**config.mk**
```make
export PLATFORM = sky130hd
export DESIGN_NAME = mem_port_arbiter
export DESIGN_NICKNAME = d
export VERILOG_FILES = /design/src/rtl/mem_port_arbiter_pkg.sv /design/src/rtl/mem_port_arbiter_rr_arb2.sv /design/src/rtl/mem_port_arbiter.sv
export SDC_FILE = /design/constraint.sdc
export NUM_CORES = 1
export LEC_CHECK = 0
export ABC_AREA = 1
export CORE_MARGIN = 10
export CORE_UTILIZATION = 43
export CTS_CLUSTER_DIAMETER = 200
export CTS_CLUSTER_SIZE = 16
export DETAILED_ROUTE_END_ITERATION = 8
export PLACE_DENSITY = 0.8
export SYNTH_ARGS = -nofsm -noshare
export SYNTH_HDL_FRONTEND = slang
export SYNTH_HIERARCHICAL = 1
export SYNTH_SLANG_ARGS = --single-unit
```
**constraint.sdc**
```tcl
create_clock -name clk -period 2.3 [get_ports clk]
set_input_delay 0.46 -clock clk [delete_from_list [all_inputs] [get_ports clk]]
set_output_delay 0.46 -clock clk [all_outputs]
set_load 0.01 [all_outputs]
```
**src/rtl/mem_port_arbiter_pkg.sv**
```systemverilog
// rtl/mem_port_arbiter_pkg.sv - shared encodings and widths for the memory port arbiter
package mem_port_arbiter_pkg;

    typedef enum logic [1:0] {
        ST_IDLE   = 2'd0,
        ST_ACCESS = 2'd1,
        ST_DONE   = 2'd2
    } state_e;

    typedef enum logic {
        GNT_IF = 1'b0,
        GNT_D  = 1'b1
    } grant_e;

    localparam int WAIT_W = 4;

endpackage

```
**src/rtl/mem_port_arbiter_rr_arb2.sv**
```systemverilog
// rtl/mem_port_arbiter_rr_arb2.sv - two-way round-robin grant, one-hot, purely combinational
module rr_arb2
    import mem_port_arbiter_pkg::*;
(
    input  logic [1:0] req,
    input  grant_e     last_grant,
    input  logic       enable,
    output logic [1:0] gnt
);

    // bit 0 is the fetch port, bit 1 the data port
    always_comb begin
        gnt = 2'b00;
        if (enable) begin
            if (req == 2'b11) begin
                gnt = (last_grant == GNT_IF) ? 2'b10 : 2'b01;
            end else begin
                gnt = req;
            end
        end
    end

endmodule

```
**src/rtl/mem_port_arbiter.sv**
```systemverilog
// rtl/mem_port_arbiter.sv - shares one single-ported memory between fetch and load/store ports
module mem_port_arbiter
    import mem_port_arbiter_pkg::*;
#(
    parameter int ADDR_W      = 10,
    parameter int WAIT_CYCLES = 2
) (
    input  logic              clk,
    input  logic              rst,
    input  logic              if_req,
    input  logic [31:0]       if_addr,
    output logic [31:0]       if_rdata,
    output logic              if_ready,
    input  logic              d_req,
    input  logic              d_we,
    input  logic [3:0]        d_be,
    input  logic [31:0]       d_addr,
    input  logic [31:0]       d_wdata,
    output logic [31:0]       d_rdata,
    output logic              d_ready,
    output logic              mem_en,
    output logic              mem_we,
    output logic [3:0]        mem_be,
    output logic [ADDR_W-1:0] mem_addr,
    output logic [31:0]       mem_wdata,
    input  logic [31:0]       mem_rdata
);

    localparam logic [WAIT_W-1:0] WAIT_INIT = WAIT_CYCLES[WAIT_W-1:0];

    state_e              state_q, state_d;
    grant_e              grant_q, grant_d;
    grant_e              last_grant_q, last_grant_d;
    logic [WAIT_W-1:0]   cnt_q, cnt_d;
    logic [ADDR_W-1:0]   addr_q, addr_d;
    logic                we_q, we_d;
    logic [3:0]          be_q, be_d;
    logic [31:0]         wdata_q, wdata_d;
    logic [31:0]         if_rdata_q, if_rdata_d;
    logic [31:0]         d_rdata_q, d_rdata_d;
    logic [1:0]          gnt;

    // byte-lane and out-of-range address bits play no part in the word address
    logic unused_addr_bits;
    assign unused_addr_bits = ^{if_addr[1:0], if_addr[31:ADDR_W+2],
                                d_addr[1:0], d_addr[31:ADDR_W+2]};

    rr_arb2 u_rr_arb2 (
        .req        ({d_req, if_req}),
        .last_grant (last_grant_q),
        .enable     (state_q == ST_IDLE),
        .gnt        (gnt)
    );

    always_comb begin
        state_d      = state_q;
        grant_d      = grant_q;
        last_grant_d = last_grant_q;
        cnt_d        = cnt_q;
        addr_d       = addr_q;
        we_d         = we_q;
        be_d         = be_q;
        wdata_d      = wdata_q;
        if_rdata_d   = if_rdata_q;
        d_rdata_d    = d_rdata_q;
        case (state_q)
            ST_IDLE: begin
                if (gnt != 2'b00) begin
                    if (gnt[1]) begin
                        grant_d = GNT_D;
                        addr_d  = d_addr[ADDR_W+1:2];
                        we_d    = d_we;
                        be_d    = d_be;
                        wdata_d = d_wdata;
                    end else begin
                        grant_d = GNT_IF;
                        addr_d  = if_addr[ADDR_W+1:2];
                        we_d    = 1'b0;
                        be_d    = 4'b1111;
                        wdata_d = '0;
                    end
                    last_grant_d = grant_d;
                    cnt_d        = WAIT_INIT;
                    state_d      = ST_ACCESS;
                end
            end
            ST_ACCESS: begin
                if (cnt_q != '0) begin
                    cnt_d = cnt_q - 1'b1;
                end else begin
                    if (!we_q) begin
                        if (grant_q == GNT_D) d_rdata_d  = mem_rdata;
                        else                  if_rdata_d = mem_rdata;
                    end
                    state_d = ST_DONE;
                end
            end
            ST_DONE: state_d = ST_IDLE;
            default: state_d = ST_IDLE;
        endcase
    end

    always_ff @(posedge clk or negedge rst) begin
        if (!rst) begin
            state_q      <= ST_IDLE;
            grant_q      <= GNT_IF;
            last_grant_q <= GNT_IF;
            cnt_q        <= '0;
            addr_q       <= '0;
            we_q         <= 1'b0;
            be_q         <= '0;
            wdata_q      <= '0;
            if_rdata_q   <= '0;
            d_rdata_q    <= '0;
        end else begin
            state_q      <= state_d;
            grant_q      <= grant_d;
            last_grant_q <= last_grant_d;
            cnt_q        <= cnt_d;
            addr_q       <= addr_d;
            we_q         <= we_d;
            be_q         <= be_d;
            wdata_q      <= wdata_d;
            if_rdata_q   <= if_rdata_d;
            d_rdata_q    <= d_rdata_d;
        end
    end

    // memory-side outputs are forced to zero whenever no access is in flight
    assign mem_en    = (state_q == ST_ACCESS);
    assign mem_we    = mem_en & we_q;
    assign mem_be    = mem_en ? be_q    : '0;
    assign mem_addr  = mem_en ? addr_q  : '0;
    assign mem_wdata = mem_en ? wdata_q : '0;

    assign if_ready  = (state_q == ST_DONE) && (grant_q == GNT_IF);
    assign d_ready   = (state_q == ST_DONE) && (grant_q == GNT_D);
    assign if_rdata  = if_rdata_q;
    assign d_rdata   = d_rdata_q;

endmodule
```
Word-level counts from Yosys, hierarchy flattened --
Index checks and enable logic that the tools add are counted.
Cells by class: $add $sub $neg 1, equal/unequal tests 6, multiplexer cells 17, bitwise logic cells 4, reduce and logical (&&, ||, !) cells 11
Operators by type and width (count):
- 32-bit two-way mux | 2
- 10-bit two-way mux | 2
- 4-bit two-way mux | 4
- 2-bit two-way mux | 5
- 4-bit case mux with 2 select lines | 1
- 4-bit AND reduction | 2
- 2-bit equality test, second input constant | 2
- 2-bit != test, second input constant | 2
- 2-bit case mux with 2 select lines | 1
- 2-bit AND reduction | 2
- 2-bit nonzero test | 2
- 4-bit nonzero test | 1
- 4-bit by 1-bit subtractor with 4-bit output, second input constant | 1
- 1-bit inverter | 3
- 3-bit AND reduction | 1
- 2-bit by 1-bit equality test with 1-bit output, second input constant | 1
- 1-bit logical AND | 2
- 2-bit logical NOT | 1
- 1-bit two-way mux | 2
- 2-bit by 1-bit != test with 1-bit output, second input constant | 1
- 1-bit bitwise AND | 1
Word-level totals: flip-flop bits (word level) 118, input port bits 137, output and inout bits 114, logic and storage cells 48

Longest topological paths before layout --
Gate-level depths: netlist (run 1).
depth in word-level cells 6, gate-level depth with buffers 13, mapped depth without buffers 9

Modules after synthesis --
The synthesis (run 1) kept the hierarchy.
By module, submodules not included:
- mem_port_arbiter | times used 1, cells each 679, area an instance 5695.5 µm², seq. area each 2952.8 µm²
- rr_arb2 | times used 1, cells each 5, area an instance 21.3 µm², seq. area each 0.0 µm²

Least setup slack after synthesis (run 1) --
OpenSTA, ideal clock, no wires.
kind register to register, from register state_q[0], to register wdata_q[21], library setup time 126 ps, data arrival time 1752 ps, required time 2174 ps, setup slack 422 ps, cell stages (with the launch flop) 13, buffers on the path 4, period minus slack after synthesis 1878 ps, cell sequence dfrtp_1 -> buf_6 -> nor2_8 -> buf_2 -> nand2_1 -> a21oi_1 -> buf_2 -> inv_1 -> nand2_1 -> nand2_4 -> inv_2 -> buf_2 -> o21ai_0
Between the ends: word-level cells in the longest chain between the ends 4, elaborated cells on any way between the ends 5, those cells by class mux (2); reduce/logical (3)
RTL lines:
- start: declaration | line mem_port_arbiter.sv:31 | state_e state_q, state_d;
- start signal: assignment | line mem_port_arbiter.sv:116 | state_q <= state_d;
- 2-bit logical NOT * | line mem_port_arbiter.sv:51 | .enable (state_q == ST_IDLE),
- 2-bit two-way mux * | line mem_port_arbiter_rr_arb2.sv:14 | if (enable) begin
- net gnt[1] | line mem_port_arbiter.sv:41 | logic [1:0] gnt;
- 2-bit nonzero test | line mem_port_arbiter.sv:68 | if (gnt != 2'b00) begin
- 2-bit AND reduction (no source line)
- end signal: assignment | line mem_port_arbiter.sv:123 | wdata_q <= wdata_d;
- end: declaration | line mem_port_arbiter.sv:38 | logic [31:0] wdata_q, wdata_d;
Mark *: on every way through the listed nets, which the timed path passes. The rest lies on a longest branch. A chain may end at the register's enable or synchronous reset.

Worst setup path after layout (run 1) --
from register state_q[1], to output port mem_wdata[0]
Between the ends: word-level cells in the longest chain between the ends 2
RTL lines:
- 2-bit by 1-bit equality test with 1-bit output | line mem_port_arbiter.sv:130 | assign mem_en = (state_q == ST_ACCESS);
- 32-bit two-way mux | line mem_port_arbiter.sv:134 | assign mem_wdata = mem_en ? wdata_q : '0;
- end: declaration | line mem_port_arbiter.sv:25 | output logic [31:0] mem_wdata,
No other way between the ends.

==> flow_summary.ini, run 1 <==
[timing]
finClkSkew_ps = 5.31
hold_ws_ps = 2.45
min_period_over_period_pct = 93.5
relSlewSlack_pct = 68.5
max_freq_ghz = 0.465
finalSetupViolCount = 0
period_needed_ps = 2150
rsz0062_at_grt = no
fin_setup_tns_ps = 0
setup_ws_ps = 148
hold_viol_final = 0
slew_viol_final = 0
worst_slew_pin_slew_ps = 473

[critical_path]
cp_max_fo = 49
endpoint_kind = output port
crit_path_start_kind = flop
cp.required_ps = 1840
crit_start = state_q[1]$_DFFE_PN0P_
ff2ff_path_depth = 9
timing.rr.end = wdata_q[8]$_DFFE_PN0P_
crit_buf_inv = 3
cpPeakStageDelay_ps = 450
endpoint = mem_wdata[0]
crit_arrival_ps = 1690
r2r_start = state_q[0]$_DFFE_PN0P_
path_delay_family = buffers and inverters
slowest_stage = dfrtp_2
path_cells = inv_4, nand2_2, buf_12, nor2_1, dlygate4sd2_1
crit_cells = 5
critPathKind = reg2out
rrSetupSlack_ps = 430

[run]
maxCapViolCount = 0

[drt]
drcViolationCount = 0
drt_iter0_drc = 282
wl_per_cell_um = 15.1
drt_first_pass_iters = 4
vias = 4994
wirelength_um = 16200
avgViaCountPerCell = 4.66
drtAntennaViolNets = 0

[yosys]
yosysTopAreaCellShare_pct = 51.7
synthesis.nets = 823
ys_warn_count = 6
yosysTopAreaCell = dfrtp_1
synth.cell_area_sq_mm = 0.00572
synth_area_leaders = dfrtp_1, nand2_1, inv_1, o21bai_1, nor2_1
synth.distinct_cells = 29
syn_avg_cell_area_sq_um = 8.36
ys_seq_area_share_pct = 51.7
ys_ff_latch = 118
syn_inst = 684

[clocking]
cts_hold_buf = 0
cts-resized-gates = 52
post_cts_buffers = 0
clkLatencyLatePin_ps = 420
clkSlewWorstSetupHoldPaths_ps = 50
numCtsBuffers = 17
cts_num_sinks = 118
cts_tree = yes
htreeDepth = 4
clockRootBuffer = clkbuf_16
cts_buffer_depth = 2

[pwr]
power_density_mw_per_mm2 = 1400
total_power_mw = 11.7
ir_drop_mv = 0.629
cellLeakagePower_nw = 4.17

[global_routing]
grtUsageMet1_pct = 20.3
grt_overflow = 0
grtUsageTotal_pct = 17.7
grt_pass1_wl_um = 25500
grt_pass1_vias = 4947
grt_max_degree = 55
grtUsageMet2_pct = 27.8
met3_usage_pct = 9.31
top_usage_layer = met2
antenna_found_initial = 0

[die]
rows = 42
die-area_sq_mm = 0.0183
coreArea_sq_mm = 0.0131
fp.dieW_um = 135
die_h_um = 135
num_io_pins = 251
start_util_pct = 43.5

[final_layout]
design_area_sq_mm = 0.00842
fin_util_pct = 64.1
layout-drive-gt1-share_pct = 7.26
layout.nets = 1023
final_cells = 1071
syn_to_final_growth_pct = 47.2
diodes = 0

[placement]
port_buffers = 206
dp_hpwl_um = 11400
place_inst = 1041
gp_congestion = 0.776
dp_slack_ps = 231
placed_area_sq_mm = 0.00791

[min_path]
hp-class = in2async

[status]
status = finished, final reports clean
-- worst register-to-register path, stage by stage (launching register included) --
cell	delay (ps)
dfrtp_1	460
nor2_8	270
nand2_1	140
a21oi_4	170
inv_1	70
nand2_1	90
nand2_4	100
inv_2	90
buf_12	210
o21ai_0	140
-- where the power goes --
group	leakage, nW	switching [mW]	internal, mW	total, mW
clock network	0.279	0.885	1.64	2.53
registers	1.42	0.468	3.07	3.54
logic	2.47	3.07	2.61	5.68
total	4.17	4.43	7.32	11.7
-- kinds of logic after synthesis --
kind of cell / share of synthesized area (%)
buffers and inverters: 13.0
adders and majority gates: 0.438
AOI/OAI and AO/OA: 13.4
and+or+nand+nor: 21.3
DFF: 51.7
xor gates and xnor gates: 0.153
-- layout make-up --
class / count / area, sq um
multi-input combinational: 406 / 2030
tap: 176 / 220
sequential: 118 / 2950
inverter: 121 / 457
clock inverter: 3 / 40.0
timing repair buffer: 220 / 2190
fill: 1102 / 4720
clock buffer: 27 / 523
-- cells in the mapped netlist --
cell type and count:
nand2_4 1, nor2_4 2, o21ai_1 6, dfrtp_1 118
o21ai_0 38, inv_2 2, nand3_2 1, ha_1 2
nor3_1 2, nand4_1 1, buf_6 14, nand3b_1 1
nand2_1 185, nor2_8 1, o21bai_2 10, inv_1 119
nand2_2 2, clkbuf_1 4, buf_1 2, buf_4 4
clkbuf_4 1, nor2_2 1, nand3_4 2, xor2_1 1
a21oi_1 6, buf_2 14, nor2_1 53, nand3_1 37
o21bai_1 54
-- sequential cells by signal, indices dropped and copies added, names as in the netlist --
signal        flops
addr_q           10
d_rdata          32
state_q           2
last_grant_q      1
wdata_q          32
if_rdata         32
we_q              1
cnt_q             4
be_q              4
-- cell usage in the layout (no fill, tap or decap) --
cell / instances
nand3_2: 1
buf_12: 7
dlygate4sd2_1: 50
nand2_2: 2
inv_4: 1
clkbuf_8: 6
dfrtp_1: 117
nor2_2: 1
o21ai_1: 6
ha_1: 2
nor2_4: 2
nand4_1: 1
nand3_4: 2
a21oi_1: 5
a21oi_4: 1
nor3_1: 2
nand2_1: 185
xor2_1: 1
nand2_4: 1
nand3_1: 37
bufinv_16: 1
o21ai_0: 38
clkinv_2: 2
o21bai_1: 54
inv_2: 1
inv_1: 119
dfrtp_2: 1
nand3b_1: 1
o21bai_2: 10
nor2_8: 1
clkbuf_1: 4
clkdlybuf4s50_1: 155
buf_4: 8
clkbuf_16: 17
nor2_1: 53
-- worst min path at each step --
stage	cells after the start	to	from
detailed placement	1	if_rdata[7]$_DFFE_PN0P_	rst
CTS	1	if_rdata[7]$_DFFE_PN0P_	rst
global placement	1	if_rdata[7]$_DFFE_PN0P_	rst
floorplan	0	addr_q[0]$_DFFE_PN0P_	rst
global route	1	d_rdata[7]$_DFFE_PN0P_	rst
finish	1	if_rdata[7]$_DFFE_PN0P_	rst
-- routing by layer --
layer | part of all wire (%) | wire length [um]
met1 | 42 | 6790
met2 | 46 | 7380
met3 | 11 | 1770
met4 | 1.3 | 212
met5 | 0 | 0
Power figures use the tool's default switching activity.
==> inputs of run 2 (changes only) <==
Settings changed: CORE_MARGIN 10 to 1.5.
==> flow_summary.ini, run 2 (synthesized netlist as in run 1, its figures left out) <==
[status]
status = finished, final reports clean

[final_layout]
syn_to_final_growth_pct = 47.0
layout_common_cells = nand2_1, clkdlybuf4s50_1, inv_1, dfrtp_1, o21bai_1
fill_cells = 1079
layout-drive-gt1-share_pct = 7.46
final_common_cell = nand2_1
final_cells = 1070
layout.nets = 1025
design_area_sq_mm = 0.00840
diodes = 0

[drt]
topRoutingLayerUsed = met4
vias = 4936
avgViaCountPerCell = 4.61
wl_met2_um = 6930
drtAntennaViolNets = 0
wl_met1_um = 6200
drt_first_pass_iters = 4
met3_length_um = 1160
drt_iter0_drc = 339
wirelength_um = 14500
wl_per_cell_um = 13.6
drcViolationCount = 0

[run]
maxCapViolCount = 0

[global_routing]
grt_max_degree = 59
grtUsageTotal_pct = 21.6
grt_pass1_wl_um = 24000
grt_overflow = 0
grt_pass1_vias = 4855
antenna_found_initial = 0

[critical_path]
endpoint_kind = output port
cpPeakStageDelay_ps = 440
rrSetupSlack_ps = 350
crit_path_start_kind = flop
path_cells = inv_2, nand2_2, buf_12, nor2_1, dlygate4sd2_1
critPathKind = reg2out
slowest_stage = dfrtp_2
r2r_start = state_q[0]$_DFFE_PN0P_
cp_max_fo = 49
cp.required_ps = 1840
ff2ff_path_depth = 10
crit_arrival_ps = 1640
timing.rr.end = wdata_q[0]$_DFFE_PN0P_

[pwr]
cellLeakagePower_nw = 4.19
power_density_mw_per_mm2 = 1380
ir_drop_mv = 0.594

[die]
die_h_um = 118
num_io_pins = 251
fp.dieW_um = 118
die-area_sq_mm = 0.0140
coreArea_sq_mm = 0.0128
rows = 41
start_util_pct = 44.8

[timing]
hold_viol_final = 0
worst_slew_pin_slew_ps = 417
fin_setup_tns_ps = 0
rsz0062_at_grt = no
slew_viol_final = 0
relSlewSlack_pct = 72.2
max_freq_ghz = 0.476
setup_ws_ps = 200
min_period_over_period_pct = 91.3
finClkSkew_ps = 6.05
period_needed_ps = 2100
finalSetupViolCount = 0

[min_path]
timing.hold.worst.start = cnt_q[0]$_DFFE_PN0P_
holdPathEnd = cnt_q[0]$_DFFE_PN0P_
holdPathStages = 2
hp-class = reg2reg

[placement]
dp_hpwl_um = 9720
port_buffers = 206
dp_slack_ps = 211
gp_congestion = 0.753
place_inst = 1038
placed_area_sq_mm = 0.00790

[clocking]
clockRootBuffer = clkbuf_16
post_cts_buffers = 0
cts_num_sinks = 118
numCtsBuffers = 17
htreeDepth = 4
clkSlewWorstSetupHoldPaths_ps = 50
cts_tree = yes
cts_buffer_depth = 2
clkLatencyLatePin_ps = 410
==> run 2: metal layers <==
| metal | track usage [%] | vias up |
|---|---|---|
| met5 | 0 | - |
| met1 | 27.0 | 2263 |
| li1 | - | 2480 |
| met2 | 34.8 | 174 |
| met4 | 9.38 | 0 |
| met3 | 6.61 | 19 |
==> run 2: layout make-up <==
type	instances	area [sq um]	area share [%]
clock buffers	28	527	6.27
clock inverters	3	15.0	0.179
inverters	121	454	5.41
multi-input cells	406	2030	24.2
flip-flops and latches	118	2960	35.2
well taps	172	215	2.56
repair buffers	222	2200	26.2
==> run 2: through the flow <==
stage               hold WS (ps)  power (mW)  util, %
floorplan                    164        6.78        -
global placement             422        9.33     61.9
detailed placement           422        9.47     61.9
CTS                          517        11.7     65.7
global route                 544        12.4     65.8
finish                       515        11.6     65.8
==> run 2: power by group <==
group          internal, mW  switching (mW)
registers              3.07           0.448
clock network          1.54           0.871
logic                  2.62            3.02
==> run 2: what timing repair did <==
action | in CTS | in global routing
endpoints found under the setup margin | 50 | 2
hold endpoints to repair | 30 | 0
gates resized for setup | 49 | 3
cloned | 0 | 0
hold buffers | 1 | 0
==> run 2: worst max-delay path, delay by kind of cell, from the launching register on <==
family                 cells  cell delay (ps)
and+or+nand+nor            2              210
DFF                        1              440
buffers and inverters      3              550
==> run 2: how the worst max path moves through the flow <==
stage | from | endpoint | depth (start not counted)
6_report | state_q[1]$_DFFE_PN0P_ | mem_wdata[20] | 5
5_1_grt | state_q[1]$_DFFE_PN0P_ | mem_wdata[20] | 5
4_1_cts | state_q[1]$_DFFE_PN0P_ | d_ready | 4
3_5_place_dp | d_req | wdata_q[0]$_DFFE_PN0P_ | 9
3_3_place_gp | d_req | addr_q[7]$_DFFE_PN0P_ | 9
2_1_floorplan | state_q[0]$_DFFE_PN0P_ | wdata_q[21]$_DFFE_PN0P_ | 12
==> inputs of run 3 (changes only) <==
Settings changed: CORE_MARGIN 1.5 to 8.
==> flow_summary.ini, run 3 (synthesized netlist as in run 1, its figures left out) <==
[critical_path]
rrSetupSlack_ps = 450
cp.required_ps = 1840
critPathKind = reg2out
cp_max_fo = 40
timing.rr.end = addr_q[6]$_DFFE_PN0P_
ff2ff_path_depth = 11
crit_arrival_ps = 1630
endpoint_kind = output port
crit_path_start_kind = flop
r2r_start = state_q[0]$_DFFE_PN0P_

[placement]
gp_congestion = 0.760
dp_slack_ps = 255
placed_area_sq_mm = 0.00790
port_buffers = 206
dp_hpwl_um = 11000

[drt]
wl_per_cell_um = 14.8
avgViaCountPerCell = 4.69
drcViolationCount = 0
wirelength_um = 15900
drtAntennaViolNets = 0
drt_iter0_drc = 332
drt_first_pass_iters = 4
vias = 5042

[final_layout]
design_area_sq_mm = 0.00860
diodes = 0
syn_to_final_growth_pct = 50.4
fill_cells = 1103
final_common_cell = nand2_1
fin_util_pct = 65.4
layout.nets = 1026
layout-drive-gt1-share_pct = 8.00
layout_common_cells = nand2_1, clkdlybuf4s50_1, inv_1, dfrtp_1, o21bai_1

[pwr]
power_density_mw_per_mm2 = 1440
ir_drop_mv = 0.688
cellLeakagePower_nw = 4.36

[global_routing]
antenna_found_initial = 0
grt_overflow = 0
grt_pass1_vias = 5191
grtUsageTotal_pct = 19.1
grt_pass1_wl_um = 26600
grt_max_degree = 65

[clocking]
numCtsBuffers = 17
clkLatencyLatePin_ps = 400
cts_num_sinks = 118
clockRootBuffer = clkbuf_16
post_cts_buffers = 0
cts_buffer_depth = 2
htreeDepth = 4
clkSlewWorstSetupHoldPaths_ps = 50
cts_tree = yes

[min_path]
hp-class = in2async

[run]
maxCapViolCount = 0

[timing]
finalSetupViolCount = 0
finClkSkew_ps = 4.27
period_needed_ps = 2090
min_period_over_period_pct = 91.0
slew_viol_final = 0
fin_setup_tns_ps = 0
relSlewSlack_pct = 50.8
rsz0062_at_grt = no
setup_ws_ps = 207
hold_viol_final = 0
max_freq_ghz = 0.478
worst_slew_pin_slew_ps = 738

[die]
die_h_um = 131
rows = 42
num_io_pins = 251
start_util_pct = 43.5
fp.dieW_um = 131
coreArea_sq_mm = 0.0131
die-area_sq_mm = 0.0172

[status]
status = finished, final reports clean
==> run 3: cell count changes in the layout (fill, tap and decap cells not counted) <==
cell / before / now
clkbuf_8: 6 / 7
dfrtp_1: 116 / 117
clkinv_2: 3 / 1
dfrtp_2: 2 / 1
dlygate4sd2_1: 48 / 41
clkbuf_1: 5 / 1
buf_4: 10 / 12
buf_12: 6 / 5
bufinv_16: 0 / 6
dlymetal6s2s_1: 2 / 9
==> run 3: where the power goes <==
part	leakage (nW)	internal, mW	switching (mW)
Combinational	2.59	2.64	3.09
Clock	0.350	2.24	0.906
Sequential	1.42	3.07	0.464
Total	4.36	7.94	4.46
==> run 3: area by class of cell <==
type / instances / area [sq um] / share of cell area (%)
Sequential cell: 118 / 2950 / 34.4
Timing Repair Buffer: 223 / 2220 / 25.9
Multi-Input combinational cell: 406 / 2030 / 23.7
Clock buffer: 25 / 526 / 6.11
Inverter: 121 / 454 / 5.28
Tap cell: 176 / 220 / 2.56
Clock inverter: 7 / 185 / 2.15
==> run 3: stage by stage <==
stage / instances / hold WS (ps) / power, mW
after detailed placement: 1043 / 343 / 9.56
final: 1076 / 465 / 12.4
after CTS: 1076 / 445 / 12.6
after global routing: 1076 / 466 / 13.3
after floorplan: 684 / 164 / 6.78
after global placement: 1043 / 342 / 9.41
==> run 3: repair_timing <==
item / CTS / global route
endpoints found under the setup margin: 45 / 9
resized for setup: 42 / 9
hold buffers: 1 / 0
hold endpoints to repair: 14 / 0
pin swaps: 0 / 0
==> run 3: critical path: stages, from the launching register on <==
cell and delay (ps):
dfrtp_2 440, inv_2 70, nand2_2 60, buf_12 170, nor2_1 160, dlygate4sd2_1 300
==> run 3: how the worst max path moves through the flow <==
| stage | from | endpoint | slack, ps | cells after the start |
|---|---|---|---|---|
| 2_1_floorplan | state_q[0]$_DFFE_PN0P_ | wdata_q[21]$_DFFE_PN0P_ | 420 | 12 |
| 3_3_place_gp | d_req | addr_q[9]$_DFFE_PN0P_ | 310 | 10 |
| 3_5_place_dp | d_req | addr_q[6]$_DFFE_PN0P_ | 250 | 9 |
| 4_1_cts | state_q[1]$_DFFE_PN0P_ | mem_wdata[20] | 0.3 | 5 |
| 5_1_grt | state_q[1]$_DFFE_PN0P_ | mem_be[3] | 140 | 5 |
| 6_report | state_q[1]$_DFFE_PN0P_ | mem_wdata[22] | 210 | 5 |
==> run 3: routing by layer <==
layer  GRT usage [%]  vias to the layer above  wire, um
met5               0                        -         0
met4            5.11                        0       204
met3            9.68                       16      1570
met2            30.2                      175      7460
met1            22.4                     2360      6690
li1                -                     2491         -
==> RTL change 1, RTL diff (config.mk and constraints of run 3) <==
Encoding of `state_e`: now one-hot (3 bits for 3 states).
--- a/src/rtl/mem_port_arbiter_pkg.sv
+++ b/src/rtl/mem_port_arbiter_pkg.sv
@@ -1,10 +1,10 @@
 // rtl/mem_port_arbiter_pkg.sv - shared encodings and widths for the memory port arbiter
 package mem_port_arbiter_pkg;
 
-    typedef enum logic [1:0] {
-        ST_IDLE   = 2'd0,
-        ST_ACCESS = 2'd1,
-        ST_DONE   = 2'd2
+    typedef enum logic [2:0] {
+        ST_IDLE   = 3'b001,
+        ST_ACCESS = 3'b010,
+        ST_DONE   = 3'b100
     } state_e;
 
     typedef enum logic {
Check against the original RTL: same outputs for any inputs over 10 cycles, from zero or initial values and one cycle with rst low; not proved beyond that.
==> RTL change 1 against run 3 <==
- first-iteration DRC count down 32%
- critical path depth did not move
- sequential cell count increased by 1
- clock skew is 0.0023 ns higher
- via count decreased by 4.9%
- global-route usage is 0.63 points lower
- combinational power shrank 41%
- cell area down 6.2%
- power fell by 23%
- worst setup slack got worse by 0.12 ns
- die area down 6.0%
- clock power is 11% lower
- wire length down 6.9%
- area after synthesis decreased by 6.9%
- critical path type unchanged
- critical endpoint is now mem_wdata[11]
- highest routed layer unchanged
==> RTL change 1: results (changes against run 3) <==
metric;value;unit;change
r2r-end;wdata_q[21]$_DFFE_PN0P_;;
grt_max_degree;48;;-26%
finalClockSkew;0.00654;ns;+0.00228 ns
layout.nets;999;;-2.6%
dp_slack;0.253;ns;-0.00224 ns
tightest_slew;0.663;ns;-0.0753 ns
yosys-top-cells-count;nand2_1 (294), dfrtp_1 (118), nor2_1 (57);;
synth.distinct_cells;24;;-17%
cp_max_fo;47;;+18%
reg2reg_depth;8;;-3
synth_fp_nets;794;;-3.5%
ir_worst_vdd;0.000600;V;-13%
drt-initial-drc-count;225;;-32%
crit_arrival;1.75;ns;+0.12 ns
status;finished, final reports clean;;
wl_per_cell;14.2;um;-3.8%
ys_seq_area_frac;0.560;;+0.0431
avgViaCountPerCell;4.61;;-1.7%
netSwitchingPower;3.14;mW;-30%
leakagePower;4.14;nW;-5.1%
layout-drive-gt1-share;0.0813;;+0.00133
dp_hpwl;10400;um;-5.4%
grt_pass1_vias;4759;;-8.3%
cp_slowest_cell;dfstp_2;;
max_stage_delay;0.55;ns;+0.11 ns
gp_congestion;0.770;;+1.3%
synthTopCellsByArea;dfrtp_1 (55%), nand2_1 (21%), nor2_1 (4.0%), inv_1 (3.8%), nand3_1 (3.6%);;
finalCritPeriodShare;0.961;;+0.0508
r2r_slack;0.46;ns;
grt_usage;0.184;;-0.00630
grt_pass1_wl;23700;um;-11%
drt-pass1-iter-count;6;;+2
reg2reg_from;state_q[2]$_DFFE_PN0P_;;
[RTL change 1: cell types whose count changed in the layout (fill, tap and decap cells not counted), moves of 6 or more]
cell,delta
o21ai_1,-6
o21ai_0,-13
dlygate4sd2_1,+6
o21bai_2,-10
o21bai_1,-54
or2_2,+10
inv_1,-65
nand2_1,+109
dlymetal6s2s_1,-7
[RTL change 1: final cells by class]
class / count / area (um2)
Timing Repair Buffer: 219 / 2140
Multi-Input combinational cell: 443 / 1870
Sequential cell: 119 / 2980
Tap cell: 168 / 210
Fill cell: 1022 / 4000
Clock buffer: 24 / 492
Clock inverter: 8 / 143
Inverter: 60 / 225
[RTL change 1: layer usage]
layer / GRT usage / part of all wire
met5: 0 / 0
met4: 0.0616 / 0.012
met2: 0.295 / 0.46
met1: 0.217 / 0.42
met3: 0.0803 / 0.11
[RTL change 1: metrics by stage]
stage / instances / cell area [um2] / hold WS (ns) / utilization / total power, mW
after floorplan: 655 / 5320 / 0.164 / - / 5.22
after global placement: 1009 / 7480 / 0.452 / 0.620 / 6.74
after detailed placement: 1009 / 7480 / 0.457 / 0.620 / 6.84
after CTS: 1041 / 8060 / 0.0386 / 0.668 / 9.68
after global routing: 1041 / 8060 / 0.0663 / 0.668 / 10.2
final: 1041 / 8060 / 0.0449 / 0.668 / 9.55
[RTL change 1: cells by family after synthesis]
family                   synth area share
adder cells (fa/ha/maj)           0.00470
XOR/XNOR                          0.00165
AO/OA/AOI/OAI                      0.0263
AND/OR/NAND/NOR                     0.317
flip-flops                          0.560
buffers and inverters              0.0907
[RTL change 1: what timing repair did]
item | CTS | global route
hold endpoints to repair | 0 | 0
setup endpoints to repair | 47 | 2
pin swaps | 1 | 0
gates resized for setup | 47 | 2
[RTL change 1: power by group through the flow]
stage / combinational, mW / sequential (mW) / clock, mW
floorplan: 1.70 / 3.52 / 0
global route: 3.77 / 3.47 / 2.97
finish: 3.36 / 3.38 / 2.81
detailed placement: 3.46 / 3.38 / 0
global placement: 3.37 / 3.36 / 0
CTS: 3.42 / 3.38 / 2.88
[RTL change 1: worst max-delay path by stage]
stage / startpoint / to / depth (start not counted)
after floorplan: state_q[0]$_DFFE_PN1P_ / wdata_q[0]$_DFFE_PN0P_ / 12
after global placement: if_req / cnt_q[1]$_DFFE_PN0P_ / 10
after detailed placement: state_q[2]$_DFFE_PN0P_ / mem_wdata[11] / 5
after CTS: state_q[1]$_DFFE_PN0P_ / if_ready / 5
after global routing: state_q[1]$_DFFE_PN0P_ / d_ready / 5
final: state_q[0]$_DFFE_PN1P_ / mem_wdata[11] / 5
[RTL change 1: critical path: cells and delay by family (launching register included)]
family | cells | cell delay, ns
flip-flops | 1 | 0.55
buffers and inverters | 2 | 0.51
AND/OR/NAND/NOR | 3 | 0.24
==> RTL change 2, RTL diff (settings of run 3) <==
Made on the original files. `ADDR_W`: 10 -> 11.
--- a/src/rtl/mem_port_arbiter.sv
+++ b/src/rtl/mem_port_arbiter.sv
@@ -2,7 +2,7 @@
 module mem_port_arbiter
     import mem_port_arbiter_pkg::*;
 #(
-    parameter int ADDR_W      = 10,
+    parameter int ADDR_W      = 11,
     parameter int WAIT_CYCLES = 2
 ) (
     input  logic              clk,
Interface: changed (resized mem_addr); port bits go from 251 to 252. The function was not compared with the original's and may differ.
==> RTL change 2 against run 3 <==
- sequential share of layout area up 0.76 points
- area after synthesis up 0.55%
- cell area down 1.3%
- worst setup slack worse by 0.046 ns
- highest routed layer unchanged
- wire length up 1.0%
- clock power down 20%
- utilization down 0.87 points
- global-route usage down 0.16 points
- sequential cell count up 1
- power down 4.7%
- hold slack worse by 0.45 ns
- combinational power about the same
- largest power group unchanged
==> RTL change 2: results (changes against run 3) <==
metric;value;unit;change
dr_wl_met2;7760;um;+4.0%
drc;0;;unchanged
clk_latency;0.41;ns;
power_per_cell_area;1390;nW/um2;-3.4%
layout.nets;1039;;+1.3%
yosys-top-cells-count;nand2_1 (188), dfrtp_1 (119), inv_1 (119);;
drt-initial-drc-count;431;;+30%
cts.reportedPaths.clkPinSlew;0.05;ns;about the same
critPathTopFamily;buffers and inverters;;
crit_arrival;1.68;ns;+0.05 ns
fillers;1165;;+5.6%
synthXorXnorAreaFrac;0.00152;;-0.00000834
gp_congestion;0.778;;+2.3%
synth.distinct_cells;27;;-6.9%
dp_hpwl;11400;um;+3.8%
cts-root-buf;clkbuf_16;;
async_reset_ff_frac;1.00;;unchanged
clockBufferDepth;2;;unchanged
antenna_cells;0;;unchanged
portBuffers;209;;+1.5%
syn_inst;693;;+1.3%
ys_seq_area_frac;0.518;;+0.00154
grt_pass1_vias;5068;;-2.4%
grt_max_degree;55;;-15%
synthAdderAreaFrac;0.00435;;-0.0000238
max_stage_delay;0.42;ns;-0.02 ns
drt-pass1-iter-count;4;;unchanged
dp_slack;0.196;ns;-0.0591 ns
drt-met1-wl;6960;um;+4.1%
status;finished, final reports clean;;
grt_antenna_before_repair;0;;unchanged
relSlewSlack;0.652;;+0.144
finalClockSkew;0.00857;ns;+0.00430 ns
synth_warnings;6;;unchanged
placed_area;7970;um2;+0.90%
min-delay-path-class;in2async;;
dp_cells;1055;;+1.2%
cp_max_fo;50;;+25%
synthTopCellsByArea;dfrtp_1 (52%), nand2_1 (12%), o21bai_1 (8.4%), inv_1 (7.8%), nor2_1 (3.5%);;
cp_slowest_cell;dfrtp_2;;
wl;16100;um;+1.0%
grt_pass1_wl;26500;um;-0.26%
layout-drive-gt1-share;0.0714;;-0.00857
muxShareOfSynthArea;0;;unchanged
cts_buffers;17;;unchanged
ir_worst_vdd;0.000572;V;-17%
wl_met3;1040;um;-34%
highest_layer;met4;;
synth_compound_area_frac;0.131;;-0.00313
vias;5039;;-0.060%
avgViaCountPerCell;4.64;;-0.98%
synth_fp_nets;832;;+1.1%
leakagePower;4.21;nW;-3.5%
grt_usage;0.189;;-0.00165
-- RTL change 2: worst paths after layout --
check,from,to,slack [ns],cells after the start
min reg2reg,addr_q[0]$_DFFE_PN0P_,addr_q[0]$_DFFE_PN0P_,0.51,2
max in group asynchronous,rst,if_rdata[27]$_DFFE_PN0P_,1.60,2
max reg2reg,state_q[0]$_DFFE_PN0P_,wdata_q[0]$_DFFE_PN0P_,0.47,10
min,rst,wdata_q[15]$_DFFE_PN0P_,0.02,1
min in group clk,addr_q[0]$_DFFE_PN0P_,addr_q[0]$_DFFE_PN0P_,0.51,2
max,state_q[1]$_DFFE_PN0P_,mem_en,0.16,5
-- RTL change 2: final cells by class --
type / instances / area share
tap: 176 / 0.0260
timing repair buffer: 228 / 0.264
clock buffer: 25 / 0.0572
multi-input combinational: 412 / 0.239
inverter: 122 / 0.0540
sequential: 119 / 0.351
clock inverter: 4 / 0.00826
-- RTL change 2: logic make-up after synthesis --
kind of cell	count (synthesis)
and+or+nand+nor	294
DFF	119
xor gates and xnor gates	1
buffers and inverters	162
AOI/OAI and AO/OA	115
adders and majority gates	2
-- RTL change 2: metal layers --
metal | vias up | track usage
met5 | - | 0
li1 | 2517 | -
met2 | 161 | 0.309
met1 | 2337 | 0.228
met4 | 0 | 0.0708
met3 | 24 | 0.0606
-- RTL change 2: what timing repair did --
item | CTS | global route
buffers inserted | 2 | 0
gates resized for setup | 52 | 0
hold endpoints to repair | 0 | 0
setup endpoints to repair | 51 | 0
-- RTL change 2: power by group --
part	total (mW)	internal [mW]	switching [mW]
clock	2.52	1.66	0.861
sequential	3.57	3.09	0.476
combinational	5.74	2.64	3.09
total	11.8	7.39	4.43
